--- src/rtl/i2c_pkg.sv ---
`default_nettype none
// ============================================================================
//  Module      : i2c_pkg
//  Description : Shared definitions for the I2C controller receive/transmit
//                path: receiver state encoding, byte geometry and a small
//                shift helper used when assembling bytes MSB-first.
//  Revision    : 1.0 - initial release
// ============================================================================
package i2c_pkg;

    // Receiver state machine encoding (2 bits wide).
    typedef enum logic [1:0] {
        IDLE       = 2'd0,
        WAIT_START = 2'd1,
        DATA       = 2'd2,
        ACK        = 2'd3
    } rx_state_e;

    localparam int BITS_PER_BYTE = 8;

    // Counter wide enough to hold 0..BITS_PER_BYTE inclusive.
    localparam int BIT_CNT_W = $clog2(BITS_PER_BYTE + 1);

    // Shift one bus bit into the LSB end of a byte (bytes arrive MSB first).
    function automatic logic [BITS_PER_BYTE-1:0] shift_in_msb_first(
        input logic [BITS_PER_BYTE-1:0] cur,
        input logic                     bit_in
    );
        return {cur[BITS_PER_BYTE-2:0], bit_in};
    endfunction

endpackage
`default_nettype wire

--- src/rtl/i2c_if.sv ---
`default_nettype none
// ============================================================================
//  Module      : i2c_if
//  Description : Two-wire I2C bus bundle. SDA is open-drain with a pullup; it
//                is modelled as a wired-AND: every agent only ever asserts a
//                "pull low" request, and the resolved level `sda` reads 1
//                whenever all agents have released the line.
//                Modports:
//                  ctrl_rx : scl (in), sda (in), sda_ctrl_low (out)
//                  tgt     : scl (out), sda_tgt_low (out), sda (in)
//  Revision    : 1.0 - initial release
// ============================================================================
interface i2c_if;

    logic scl;           // clock line, driven by the bus clock owner only
    logic sda_tgt_low;   // remote agent pulling SDA low
    logic sda_ctrl_low;  // this controller pulling SDA low
    logic sda;           // resolved line level

    // Pullup: the line is high unless somebody pulls it low.
    assign sda = ~(sda_tgt_low | sda_ctrl_low);

    modport ctrl_rx (
        input  scl,
        input  sda,
        output sda_ctrl_low
    );

    modport tgt (
        output scl,
        output sda_tgt_low,
        input  sda
    );

endinterface
`default_nettype wire

--- src/rtl/i2c_bus_sync.sv ---
`default_nettype none
// ============================================================================
//  Module      : i2c_bus_sync
//  Description : Input conditioning for I2C SCL/SDA. Synchronises both lines
//                through SYNC_STAGES flops, then detects SCL rising/falling
//                edges and START/STOP conditions against a one-clk delayed
//                copy. Shared by the controller RX and TX paths.
//  Ports       : clk, rstn         - clock, async active-low reset
//                scl_in, sda_in    - raw bus levels
//                sda               - synchronised SDA level
//                scl_rise/scl_fall - one-clk SCL edge strobes
//                start_det         - SDA 1->0 while SCL high
//                stop_det          - SDA 0->1 while SCL high
//  Revision    : 1.0 - initial release
// ============================================================================
module i2c_bus_sync #(
    parameter int SYNC_STAGES = 2
) (
    input  logic clk,
    input  logic rstn,
    input  logic scl_in,
    input  logic sda_in,
    output logic sda,
    output logic scl_rise,
    output logic scl_fall,
    output logic start_det,
    output logic stop_det
);

    logic [SYNC_STAGES-1:0] r_scl_sync;
    logic [SYNC_STAGES-1:0] r_sda_sync;
    logic                   r_scl_d;
    logic                   r_sda_d;
    logic                   w_scl;
    logic                   w_sda;

    // Chains reset to 1 so an idle (pulled-up) bus raises no spurious edges.
    generate
        if (SYNC_STAGES == 1) begin : g_sync_single
            always_ff @(posedge clk or negedge rstn) begin
                if (!rstn) begin
                    r_scl_sync <= '1;
                    r_sda_sync <= '1;
                end else begin
                    r_scl_sync <= scl_in;
                    r_sda_sync <= sda_in;
                end
            end
        end else begin : g_sync_chain
            always_ff @(posedge clk or negedge rstn) begin
                if (!rstn) begin
                    r_scl_sync <= '1;
                    r_sda_sync <= '1;
                end else begin
                    r_scl_sync <= {r_scl_sync[SYNC_STAGES-2:0], scl_in};
                    r_sda_sync <= {r_sda_sync[SYNC_STAGES-2:0], sda_in};
                end
            end
        end
    endgenerate

    assign w_scl = r_scl_sync[SYNC_STAGES-1];
    assign w_sda = r_sda_sync[SYNC_STAGES-1];

    always_ff @(posedge clk or negedge rstn) begin
        if (!rstn) begin
            r_scl_d <= 1'b1;
            r_sda_d <= 1'b1;
        end else begin
            r_scl_d <= w_scl;
            r_sda_d <= w_sda;
        end
    end

    assign sda      = w_sda;
    assign scl_rise =  w_scl & ~r_scl_d;
    assign scl_fall = ~w_scl &  r_scl_d;
    // SCL must be high in both samples so an SDA change that coincides with
    // an SCL edge is never mistaken for a bus condition.
    assign start_det = w_scl & r_scl_d &  r_sda_d & ~w_sda;
    assign stop_det  = w_scl & r_scl_d & ~r_sda_d &  w_sda;

endmodule
`default_nettype wire

--- src/rtl/i2c_byte_rx.sv ---
`default_nettype none
// ============================================================================
//  Module      : i2c_byte_rx
//  Description : Controller-side I2C byte receiver. While `rx` is high it
//                waits for START, shifts in 8 bits MSB-first on SCL rising
//                edges, publishes the byte with a one-clk `data_rdy` pulse and
//                then drives the ACK/NACK slot from the `ack` input. STOP,
//                repeated START and `rx` deassertion are honoured in every
//                active state.
//  Ports       : clk, rstn  - clock, async active-low reset
//                i2c        - bus (ctrl_rx modport); SCL is never driven
//                rx         - receive enable (level)
//                data       - last complete byte
//                data_rdy   - one-clk strobe when `data` updates
//                ack_en     - high while this block owns the ACK slot
//                ack        - 0 = ACK (pull SDA low), 1 = NACK (release)
//  Revision    : 1.0 - initial release
// ============================================================================
module i2c_byte_rx
    import i2c_pkg::*;
#(
    parameter int SYNC_STAGES = 2
) (
    input  logic                     clk,
    input  logic                     rstn,
    i2c_if.ctrl_rx                   i2c,
    input  logic                     rx,
    output logic [BITS_PER_BYTE-1:0] data,
    output logic                     data_rdy,
    output logic                     ack_en,
    input  logic                     ack
);

    localparam logic [1:0] c_ST_IDLE       = IDLE;
    localparam logic [1:0] c_ST_WAIT_START = WAIT_START;
    localparam logic [1:0] c_ST_DATA       = DATA;
    localparam logic [1:0] c_ST_ACK        = ACK;

    localparam logic [BIT_CNT_W-1:0] c_LAST_BIT = BIT_CNT_W'(BITS_PER_BYTE - 1);

    logic [1:0]               r_state;
    logic [BIT_CNT_W-1:0]     r_bit_cnt;
    logic [BITS_PER_BYTE-1:0] r_shreg;
    logic [BITS_PER_BYTE-1:0] r_data;
    logic                     r_data_rdy;
    logic                     r_ack_en;
    logic                     r_sda_low;
    logic                     r_byte_done;   // 8 bits in, waiting for SCL fall

    logic                     w_sda;
    logic                     w_scl_rise;
    logic                     w_scl_fall;
    logic                     w_start;
    logic                     w_stop;
    logic                     w_active;
    logic [BITS_PER_BYTE-1:0] w_shift;

    i2c_bus_sync #(
        .SYNC_STAGES (SYNC_STAGES)
    ) u_bus_sync (
        .clk       (clk),
        .rstn      (rstn),
        .scl_in    (i2c.scl),
        .sda_in    (i2c.sda),
        .sda       (w_sda),
        .scl_rise  (w_scl_rise),
        .scl_fall  (w_scl_fall),
        .start_det (w_start),
        .stop_det  (w_stop)
    );

    assign w_active = (r_state != c_ST_IDLE);
    assign w_shift  = shift_in_msb_first(r_shreg, w_sda);

    always_ff @(posedge clk or negedge rstn) begin
        if (!rstn) begin
            r_state     <= c_ST_IDLE;
            r_bit_cnt   <= '0;
            r_shreg     <= '0;
            r_data      <= '0;
            r_data_rdy  <= 1'b0;
            r_ack_en    <= 1'b0;
            r_sda_low   <= 1'b0;
            r_byte_done <= 1'b0;
        end else begin
            r_data_rdy <= 1'b0;

            // Global events first: enable loss beats STOP beats repeated
            // START. Each one abandons any partial byte and releases SDA.
            if (w_active && !rx) begin
                r_state     <= c_ST_IDLE;
                r_bit_cnt   <= '0;
                r_ack_en    <= 1'b0;
                r_sda_low   <= 1'b0;
                r_byte_done <= 1'b0;
            end else if (w_active && w_stop) begin
                r_state     <= c_ST_WAIT_START;
                r_bit_cnt   <= '0;
                r_ack_en    <= 1'b0;
                r_sda_low   <= 1'b0;
                r_byte_done <= 1'b0;
            end else if (w_active && w_start) begin
                r_state     <= c_ST_DATA;
                r_bit_cnt   <= '0;
                r_ack_en    <= 1'b0;
                r_sda_low   <= 1'b0;
                r_byte_done <= 1'b0;
            end else begin
                case (r_state)
                    c_ST_IDLE: begin
                        r_sda_low <= 1'b0;
                        if (rx) begin
                            r_state <= c_ST_WAIT_START;
                        end
                    end
                    c_ST_WAIT_START: begin
                        // Only START (handled above) leaves this state.
                        r_sda_low <= 1'b0;
                    end
                    c_ST_DATA: begin
                        if (w_scl_rise && !r_byte_done) begin
                            r_shreg   <= w_shift;
                            r_bit_cnt <= r_bit_cnt + 1'b1;
                            if (r_bit_cnt == c_LAST_BIT) begin
                                r_data      <= w_shift;
                                r_data_rdy  <= 1'b1;
                                r_ack_en    <= 1'b1;
                                r_byte_done <= 1'b1;
                            end
                        end else if (w_scl_fall && r_byte_done) begin
                            r_state     <= c_ST_ACK;
                            r_byte_done <= 1'b0;
                            r_sda_low   <= ~ack;
                        end
                    end
                    c_ST_ACK: begin
                        if (w_scl_fall) begin
                            r_state   <= c_ST_DATA;
                            r_bit_cnt <= '0;
                            r_ack_en  <= 1'b0;
                            r_sda_low <= 1'b0;
                        end else begin
                            // Re-sampled every clk so a late change of `ack`
                            // before the SCL rise still lands on the bus.
                            r_sda_low <= ~ack;
                        end
                    end
                    default: begin
                        r_state   <= c_ST_IDLE;
                        r_sda_low <= 1'b0;
                    end
                endcase
            end
        end
    end

    assign i2c.sda_ctrl_low = r_sda_low;
    assign data             = r_data;
    assign data_rdy         = r_data_rdy;
    assign ack_en           = r_ack_en;

endmodule
`default_nettype wire

--- src/flat_wrapper.sv ---
// flat-port wrapper written by rule: the top's interface ports become plain ports
module i2c_byte_rx_flat import i2c_pkg::*;
#(
    parameter int SYNC_STAGES = 2
)
  (clk, rstn, rx, data, data_rdy, ack_en, ack, i2c_scl, i2c_sda_ctrl_low);
  i2c_if i2c_i ();
  input  logic clk;
  input  logic rstn;
  input  logic rx;
  output logic [BITS_PER_BYTE-1:0] data;
  output logic data_rdy;
  output logic ack_en;
  input  logic ack;
  input wire logic [$bits(i2c_i.scl)-1:0] i2c_scl;
  output wire logic [$bits(i2c_i.sda_ctrl_low)-1:0] i2c_sda_ctrl_low;
  assign i2c_i.scl = i2c_scl;
  assign i2c_sda_ctrl_low = i2c_i.sda_ctrl_low;
  i2c_byte_rx #(.SYNC_STAGES(SYNC_STAGES)) u_core (.clk(clk), .rstn(rstn), .i2c(i2c_i), .rx(rx), .data(data), .data_rdy(data_rdy), .ack_en(ack_en), .ack(ack));
endmodule
--- config.mk ---
export PLATFORM = sky130hd
export DESIGN_NAME = i2c_byte_rx_flat
export DESIGN_NICKNAME = d
export VERILOG_FILES = /design/src/rtl/i2c_pkg.sv /design/src/rtl/i2c_if.sv /design/src/rtl/i2c_bus_sync.sv /design/src/rtl/i2c_byte_rx.sv /design/src/flat_wrapper.sv
export SDC_FILE = /design/constraint.sdc
export NUM_CORES = 1
export LEC_CHECK = 0
export ABC_AREA = 1
export BUFFER_PORTS_ARGS = -buffer_cell sky130_fd_sc_hd__buf_2
export CAP_MARGIN = 20
export CORE_UTILIZATION = 52
export CTS_CLUSTER_DIAMETER = 120
export DETAILED_ROUTE_END_ITERATION = 8
export PLACE_DENSITY_LB_ADDON = 0.12
export SLEW_MARGIN = 20
export SYNTH_ARGS = -nofsm -noshare
export SYNTH_HDL_FRONTEND = slang
export SYNTH_SLANG_ARGS = --single-unit
export TNS_END_PERCENT = 50
--- constraint.sdc ---
create_clock -name clk -period 2.7 [get_ports clk]
set_input_delay 0.135 -clock clk [delete_from_list [all_inputs] [get_ports clk]]
set_output_delay 0.135 -clock clk [all_outputs]
set_load 0.02 [all_outputs]
==> results of run 1 <==
-- where the power goes --
part | internal [W] | total, W | switching, W | leakage (nW)
Clock | 0.000153 | 0.000304 | 0.000151 | 0.0386
Sequential | 0.000551 | 0.000614 | 0.0000620 | 0.383
Combinational | 0.000110 | 0.000338 | 0.000228 | 0.500
Total | 0.000814 | 0.00126 | 0.000441 | 0.922
-- cells by family after synthesis --
group	share of synthesized area
AND/OR/NAND/NOR	0.2703
flip-flops	0.5305
AO/OA/AOI/OAI	0.1051
buffers and inverters	0.07119
XOR/XNOR	0.01187
adder cells (fa/ha/maj)	0.008473
other	0.002540
-- repair_timing --
action,CTS,global route
hold buffers,2,0
gates resized for setup,0,0
endpoints found under the hold margin,26,0
setup buffers,0,0
-- worst max path at each step --
stage,depth (start not counted),to,from,slack (ps)
global route,8,u_core.data[7]$_DFFE_PN0P_,u_core.u_bus_sync.r_scl_sync[1]$_DFF_PN1_,980
CTS,7,u_core.data[1]$_DFFE_PN0P_,u_core.u_bus_sync.r_scl_sync[1]$_DFF_PN1_,1120
floorplan,8,u_core.data[3]$_DFFE_PN0P_,u_core.u_bus_sync.r_scl_sync[1]$_DFF_PN1_,1300
global placement,7,u_core.data[0]$_DFFE_PN0P_,u_core.u_bus_sync.r_scl_sync[1]$_DFF_PN1_,1190
finish,7,u_core.data[1]$_DFFE_PN0P_,u_core.u_bus_sync.r_scl_sync[1]$_DFF_PN1_,1120
detailed placement,7,u_core.data[2]$_DFFE_PN0P_,u_core.u_bus_sync.r_scl_sync[1]$_DFF_PN1_,1130
-- critical path, stage by stage (launching register included) --
cell and delay, ps:
dfstp_2 580, nand3b_1 150, inv_1 130, nand2_4 80, nor2_8 190, nand2_4 180, nand2_1 110, o21ai_2 50
-- layout by cell type (no fill, tap or decap), drive strengths merged --
cell	n
dfrtp	25
dfstp	6
buf	15
nand2	46
xor2	2
nand4	2
nor2	18
a21oi	5
a31oi	1
a211oi	1
o21ai	18
inv	23
nand3b	2
dlygate4sd3	2
nand3	12
clkbuf	8
ha	1
conb	1
-- sequential cells by signal (all words and copies together) (netlist names) --
name,flops
u_core.u_bus_sync.r_scl_sync,2
u_core.u_bus_sync.r_scl_d,1
u_core.u_bus_sync.r_sda_sync,2
u_core.r_byte_done,1
u_core.data,8
u_core.r_state,2
u_core.i2c.sda_ctrl_low,1
u_core.r_bit_cnt,4
u_core.u_bus_sync.r_sda_d,1
u_core.ack_en,1
u_core.r_shreg,7
u_core.data_rdy,1
-- through the flow --
stage                 util  cells
global route        0.6415    218
finish              0.6415    218
CTS                 0.6415    218
global placement    0.6072    208
floorplan                -    165
detailed placement  0.6072    208
-- synth_stat cells --
master     n
nand2_1   38
buf_6      1
a211oi_1   1
a31oi_1    1
buf_2      1
inv_1     20
nor2_4     3
nand4_1    2
nand3b_1   2
o21ai_0    9
conb_1     1
o21ai_2    7
inv_2      2
dfstp_2    6
xor2_1     2
nand2_2    6
dfrtp_1   25
nor2_1    13
nand2_4    2
ha_1       1
inv_4      1
nor2_8     1
nand3_1   12
nor2_2     1
a21oi_1    5
o21ai_1    2
-- per-layer routing --
metal	up-vias	global-route usage	share of wire
met5	-	0	0
met4	0	0.08571	0.027
met3	12	0.06323	0.055
met2	32	0.2874	0.46
met1	512	0.2391	0.45
li1	566	-	-
-- final cells by class --
class                           count  area [sq um]
Sequential cell                    31         783.3
Multi-Input combinational cell    109         588.1
Inverter                           23         88.84
Clock buffer                        8         68.82
Timing Repair Buffer               17         95.09
Tap cell                           30         37.54
Fill cell                         218         928.4
==> metrics.csv, run 1 <==
metric,value,unit
status,"finished, final reports clean",
finalHoldViolations,0,
dp_slack,1135,ps
drive_gt1_frac,0.2713,
gp_congestion,0.8820,
cts_tree,done,
grt_max_degree,32,
r2r_cells,7,
overflow,0,
ff2ff_setup_slack,1120,ps
seq_area_frac_synth,0.5305,
setup_slack,1118,ps
synthCells,165,
diodes,0,
clock_skew,5.460,ps
initial_core_util,0.5700,
crit_type,flop to flop,
coreArea,0.002590,sq mm
synth.largest_area_cell,dfrtp_1,
dp_hpwl,1.823,mm
fmax,632.2,MHz
worstHoldStart,ack,
synth_cell_type_count,26,
ys_ff_latch,31,
port_buffers,15,
fin_tns_setup,0,ps
cts_buffer_depth,2,
routedWlPerCell,11.56,um
r2r_end,u_core.data[1]$_DFFE_PN0P_,
grt_pass1_vias,1072,
h-tree-depth,2,
nets,193,
period_share,0.5858,
r2r-start,u_core.u_bus_sync.r_scl_sync[1]$_DFF_PN1_,
avgSynthCellArea,8.948,sq um
yosys-top-cells-area,"dfrtp_1, dfstp_2, nand2_1, inv_1, o21ai_2",
placed_cell_area,0.001573,sq mm
holdPathStages,4,
numClockSinks,31,
synth_top_area_share,0.4237,
drcViolationCount,0,
syn-cell-area,0.001476,sq mm
io-pin-count,16,
num_vias,1122,
clkLatencyLatePin,330,ps
min_to,u_core.i2c.sda_ctrl_low$_DFFE_PN0P_,
whs,73.02,ps
std_cell_rows,18,
cts_made_buffers,5,
setup.worst_path.start_class,flop,
cp.arrival,1800,ps
wirelength,2.519,mm
required,2920,ps
grt_pass1_wl,4.409,mm
via_per_inst,5.147,
fin_crit,1582,ps
die_y,55.29,um
syn_to_final_growth,12.54,%
ys_warn_count,1,
grt_usage,0.1870,
syn_nets,171,
slew_headroom,0.5668,
dieArea,0.003056,sq mm
setup_viol,0,
path_max_fanout,16,
drt-initial-drc-count,42,
vdd_drop_max,0.5681,mV
endpoint_kind,flop,
maxSlewViolCount,0,
tightest_slew,649.8,ps
hold_path_class,primary input to flop,
clockRootBuffer,clkbuf_4,
antenna_found_initial,0,
finalInstanceArea,0.001662,sq mm
drtPass1Iterations,4,
power,0.001256,W
path_clk_slew,90,ps
ant_nets,0,
maxCapViolCount,0,
dieWidth,55.29,um
p_per_area,755.7,mW/mm^2
leakagePower,0.9216,nW
rsz0062_at_grt,no,
Power figures use the tool's default switching activity.
==> run 2, diff against run 1 <==
==> constraint.sdc (replaced) <==
create_clock -name clk -period 1.48 [get_ports clk]
set_input_delay 0.074 -clock clk [delete_from_list [all_inputs] [get_ports clk]]
set_output_delay 0.074 -clock clk [all_outputs]
set_load 0.02 [all_outputs]
==> run 2 against run 1 <==
Largest cell class unchanged. Via count increased by 1.7%. Final area up 10%. Cell count up 4.1%. Critical endpoint is now u_core.data[0]$_DFFE_PN0P_. Sequential power rose by 82%. Register-to-register slack worse by 1100 ps. Utilization increased by 6.6 points. Clock skew up 2.0 ps. Critical path depth unchanged. Count of clock-buffer cells in the layout shrank 2. Clock power rose to 2.7 times the previous value.
==> metrics.csv, run 2 (synthesis gave the netlist of run 1 again) <==
metric,value,unit
status,"finished, final reports clean",
fmax,687.8,MHz
syn_to_final_growth,24.07,%
slowest_stage,dfstp_2,
hold_path_class,primary input to flop,
power,0.002686,W
fin_tns_setup,0,ps
die_y,55.29,um
antenna_found_initial,0,
setup.worst_path.start_class,flop,
wirelength,2.724,mm
fin_util,0.7072,
cts_buffer_depth,2,
p_per_area,1466,mW/mm^2
h-tree-depth,2,
endpoint_kind,flop,
critPathTopFamily,simple AND/OR/NAND/NOR gates,
min_to,u_core.r_state[0]$_DFFE_PN0P_,
dieArea,0.003056,sq mm
diodes,0,
finalHoldViolations,0,
multiInputGateArea,651.9,sq um
std_cell_rows,18,
vdd_drop_max,1.352,mV
layout_commonest_cell,nand2_1,
gp_congestion,0.8671,
dieWidth,55.29,um
cp_num_buf_inv,1,
drtPass1Iterations,4,
maxSlewViolCount,0,
holdPathStages,5,
fillers,203,
slowest_delay,590,ps
crit_type,flop to flop,
path_clk_slew,90,ps
via_per_inst,5.026,
ff2ff_setup_slack,30,ps
fin_crit,1454,ps
largest_reg_flops,8,
tightest_slew,656.3,ps
clock_skew,7.427,ps
path_max_fanout,16,
maxCapViolCount,0,
r2r-start,u_core.u_bus_sync.r_scl_sync[1]$_DFF_PN1_,
ant_nets,0,
leakagePower,0.9694,nW
placed_cells,213,
grt_usage,0.1963,
required,1700,ps
slew_headroom,0.5625,
clockRootBuffer,clkbuf_4,
initial_core_util,0.5700,
grt_pass1_wl,4.602,mm
drcViolationCount,0,
dp_hpwl,1.899,mm
port_buffers,15,
numClockSinks,31,
cp.arrival,1680,ps
drive_gt1_frac,0.3807,
cts_tree,done,
coreArea,0.002590,sq mm
num_vias,1141,
grt_pass1_vias,1053,
r2r_cells,7,
layoutNonFillerInstCount,227,
routedWlPerCell,12.00,um
cts_made_buffers,5,
whs,231.1,ps
grt_max_degree,32,
worstHoldStart,rx,
nets,202,
overflow,0,
regArea,783.3,sq um
clkLatencyLatePin,330,ps
final_cell_mix,"nand2_1, dfrtp_1, inv_1, buf_2, nand3_1",
period_share,0.9824,
io-pin-count,16,
drt-initial-drc-count,23,
r2r_end,u_core.data[0]$_DFFE_PN0P_,
setup_viol,0,
rsz0062_at_grt,yes,
path_cells,nand3b_1 -> inv_2 -> nand2_4 -> nor2_8 -> nand2_8 -> nand2_1 -> o21ai_2,
==> run 2: repair_timing <==
item | in CTS | in global routing
endpoints found under the hold margin | 27 | 0
gates resized for setup | 1 | 24
setup endpoints to repair | 1 | 17
gates cloned | 0 | 0
buffers inserted | 0 | 3
hold buffers | 3 | 0
pin swaps | 0 | 7
==> run 2: cell type report <==
type,instances,share of cell area
timing repair buffer,26,0.09221
clock buffer,6,0.02254
inverter,23,0.04850
clock inverter,2,0.03279
tap,30,0.02049
sequential,31,0.4276
multi-input combinational,109,0.3559
==> run 2: worst reg2reg max path: stages, from the launching register on <==
cell and delay, ps:
dfstp_2 590, nand3b_1 140, inv_2 90, nand2_4 70
nor2_8 170, nand2_8 130, nand2_1 100, o21ai_2 50
==> run 2: where the power goes <==
part,total (W),switching (W),internal [W]
combinational,0.000752,0.000462,0.000290
sequential,0.00112,0.000112,0.00101
clock,0.000815,0.000288,0.000527
==> run 2: worst max path at each step <==
stage | from | endpoint | slack (ps) | cells after the start
6_report | u_core.u_bus_sync.r_scl_sync[1]$_DFF_PN1_ | u_core.data[0]$_DFFE_PN0P_ | 30 | 7
5_1_grt | u_core.u_bus_sync.r_scl_d$_DFF_PN1_ | u_core.r_bit_cnt[3]$_DFFE_PN0P_ | -50 | 9
4_1_cts | u_core.u_bus_sync.r_scl_d$_DFF_PN1_ | u_core.r_bit_cnt[3]$_DFFE_PN0P_ | 2 | 9
3_5_place_dp | u_core.u_bus_sync.r_sda_sync[1]$_DFF_PN1_ | u_core.r_bit_cnt[3]$_DFFE_PN0P_ | 5 | 9
3_3_place_gp | u_core.r_state[1]$_DFFE_PN0P_ | u_core.data[5]$_DFFE_PN0P_ | 50 | 8
2_1_floorplan | u_core.u_bus_sync.r_scl_sync[1]$_DFF_PN1_ | u_core.data[3]$_DFFE_PN0P_ | 80 | 8
==> run 2: through the flow <==
stage / setup slack (ps) / instance area (sq um)
2_1_floorplan: 80.97 / 1476
3_3_place_gp: 50.49 / 1610
3_5_place_dp: 5.111 / 1610
4_1_cts: 2.291 / 1744
5_1_grt: -52.92 / 1832
6_report: 26.03 / 1832
==> run 2: layer usage <==
layer,track usage,part of all wire,vias to the layer above,wire [um]
met4,0.08571,0.018,0,48
li1,-,-,581,-
met1,0.2469,0.47,532,1275
met5,0,0,-,0
met3,0.06323,0.035,6,94
met2,0.3098,0.48,22,1306
==> run 3, diff against run 2 <==
--- a/config.mk
+++ b/config.mk
@@ -8,7 +8,7 @@
 export ABC_AREA = 1
 export BUFFER_PORTS_ARGS = -buffer_cell sky130_fd_sc_hd__buf_2
 export CAP_MARGIN = 20
-export CORE_UTILIZATION = 52
+export CORE_UTILIZATION = 56
 export CTS_CLUSTER_DIAMETER = 120
 export DETAILED_ROUTE_END_ITERATION = 8
 export PLACE_DENSITY_LB_ADDON = 0.12
==> constraint.sdc (replaced) <==
create_clock -name clk -period 1.65 [get_ports clk]
set_input_delay 0.0825 -clock clk [delete_from_list [all_inputs] [get_ports clk]]
set_output_delay 0.0825 -clock clk [all_outputs]
set_load 0.02 [all_outputs]
==> run 3 against run 2 <==
Sequential cell count stayed put. Cell count shrank 3.1%. Critical path type unchanged. Largest power group unchanged. Clock power decreased by 48%. Total power down 26%.
==> metrics.csv, run 3 (synthesis gave the netlist of run 1 again) <==
metric,value,unit
final_cell_mix,"nand2_1, dfrtp_1, inv_1, buf_2, nor2_1",
largest_reg_flops,8,
overflow,0,
r2r-start,u_core.u_bus_sync.r_scl_sync[1]$_DFF_PN1_,
via_per_inst,5.200,
maxSlewViolCount,0,
numClockSinks,31,
dp_hpwl,1.934,mm
fmax,654.3,MHz
routedWlPerCell,12.45,um
initial_core_util,0.5960,
vdd_drop_max,1.009,mV
finalHoldViolations,0,
maxCapViolCount,0,
slew_headroom,0.5660,
r2r_cells,8,
holdPathStages,5,
ant_nets,0,
worstHoldStart,rx,
drcViolationCount,0,
clockRootBuffer,clkbuf_4,
diodes,0,
period_share,0.9262,
gp_congestion,0.8989,
required,1930,ps
path_max_fanout,16,
crit_type,flop to flop,
fin_crit,1528,ps
setup_viol,0,
std_cell_rows,18,
grt_usage,0.2429,
min_to,u_core.r_state[0]$_DFFE_PN0P_,
leakagePower,0.9209,nW
dieArea,0.002846,sq mm
layout_commonest_cell,nand2_1,
fin_util,0.6717,
fillers,215,
cts_buffer_depth,2,
coreArea,0.002477,sq mm
drt-initial-drc-count,26,
h-tree-depth,2,
path_clk_slew,100,ps
num_vias,1144,
io-pin-count,16,
grt_pass1_vias,1154,
cts_tree,done,
wirelength,2.738,mm
fin_tns_setup,0,ps
drtPass1Iterations,4,
setup.worst_path.start_class,flop,
grt_max_degree,32,
status,"finished, final reports clean",
hold_path_class,primary input to flop,
die_y,53.35,um
nets,195,
cp.arrival,1810,ps
endpoint_kind,flop,
r2r_end,u_core.data[7]$_DFFE_PN0P_,
clkLatencyLatePin,340,ps
tightest_slew,651.0,ps
port_buffers,15,
grt_pass1_wl,4.740,mm
clock_skew,9.760,ps
antenna_found_initial,0,
syn_to_final_growth,12.71,%
dieWidth,53.35,um
rsz0062_at_grt,yes,
ff2ff_setup_slack,120,ps
p_per_area,1202,mW/mm^2
cts_made_buffers,5,
drive_gt1_frac,0.2737,
==> run 3: what timing repair did <==
action	in CTS	in global routing
setup buffers	0	0
endpoints found under the hold margin	27	0
endpoints found under the setup margin	0	4
gates resized for setup	0	0
hold buffers	3	0
==> run 3: metrics by stage <==
step / total power, W / hold slack (ps) / instances / worst slack [ps] / instance area, sq um
6_report: 0.002000 / 228.9 / 220 / 121.7 / 1664
4_1_cts: 0.002018 / 214.7 / 220 / 106.1 / 1664
2_1_floorplan: 0.001426 / -213.1 / 165 / 251.0 / 1476
3_3_place_gp: 0.001548 / 150.7 / 209 / 147.6 / 1580
3_5_place_dp: 0.001573 / 152.8 / 209 / 147.0 / 1580
5_1_grt: 0.002152 / 257.9 / 220 / -32.14 / 1664
==> run 3: critical path: stages, from the launching register on <==
cell and delay, ps:
dfstp_2 570, nand3b_1 140, inv_1 120, nand2_4 80, nor2_8 150, nand2_4 170
inv_1 120, nand2_1 60, nand2_1 60
==> run 3: power breakdown <==
part | internal [W] | switching, W | total (W)
Combinational | 0.000183 | 0.000381 | 0.000563
Clock | 0.000164 | 0.000262 | 0.000426
Sequential | 0.000902 | 0.000108 | 0.00101
==> run 3: routing by layer <==
metal | share of wire | up-vias | GRT usage
met5 | 0 | - | 0
met4 | 0.019 | 0 | 0.1009
met3 | 0.047 | 6 | 0.08621
met2 | 0.50 | 27 | 0.4083
met1 | 0.44 | 543 | 0.2750
li1 | - | 568 | -
==> run 3: final cells by class <==
class	instances	area (sq um)	share of cell area
timing repair buffer	19	112.6	0.06767
clock buffer	6	41.29	0.02481
inverter	23	88.84	0.05338
sequential	31	783.3	0.4707
tap	30	37.54	0.02256
multi-input combinational	109	588.1	0.3534
clock inverter	2	12.51	0.007519
==> run 3: how the worst max path moves through the flow <==
stage                                              startpoint                          to  cells past startpoint
floorplan           u_core.u_bus_sync.r_scl_sync[1]$_DFF_PN1_  u_core.data[3]$_DFFE_PN0P_                      8
finish              u_core.u_bus_sync.r_scl_sync[1]$_DFF_PN1_  u_core.data[7]$_DFFE_PN0P_                      8
global placement    u_core.u_bus_sync.r_scl_sync[1]$_DFF_PN1_  u_core.data[0]$_DFFE_PN0P_                      7
global route        u_core.u_bus_sync.r_scl_sync[1]$_DFF_PN1_  u_core.data[7]$_DFFE_PN0P_                      8
detailed placement  u_core.u_bus_sync.r_scl_sync[1]$_DFF_PN1_  u_core.data[2]$_DFFE_PN0P_                      7
CTS                 u_core.u_bus_sync.r_scl_sync[1]$_DFF_PN1_  u_core.data[7]$_DFFE_PN0P_                      8
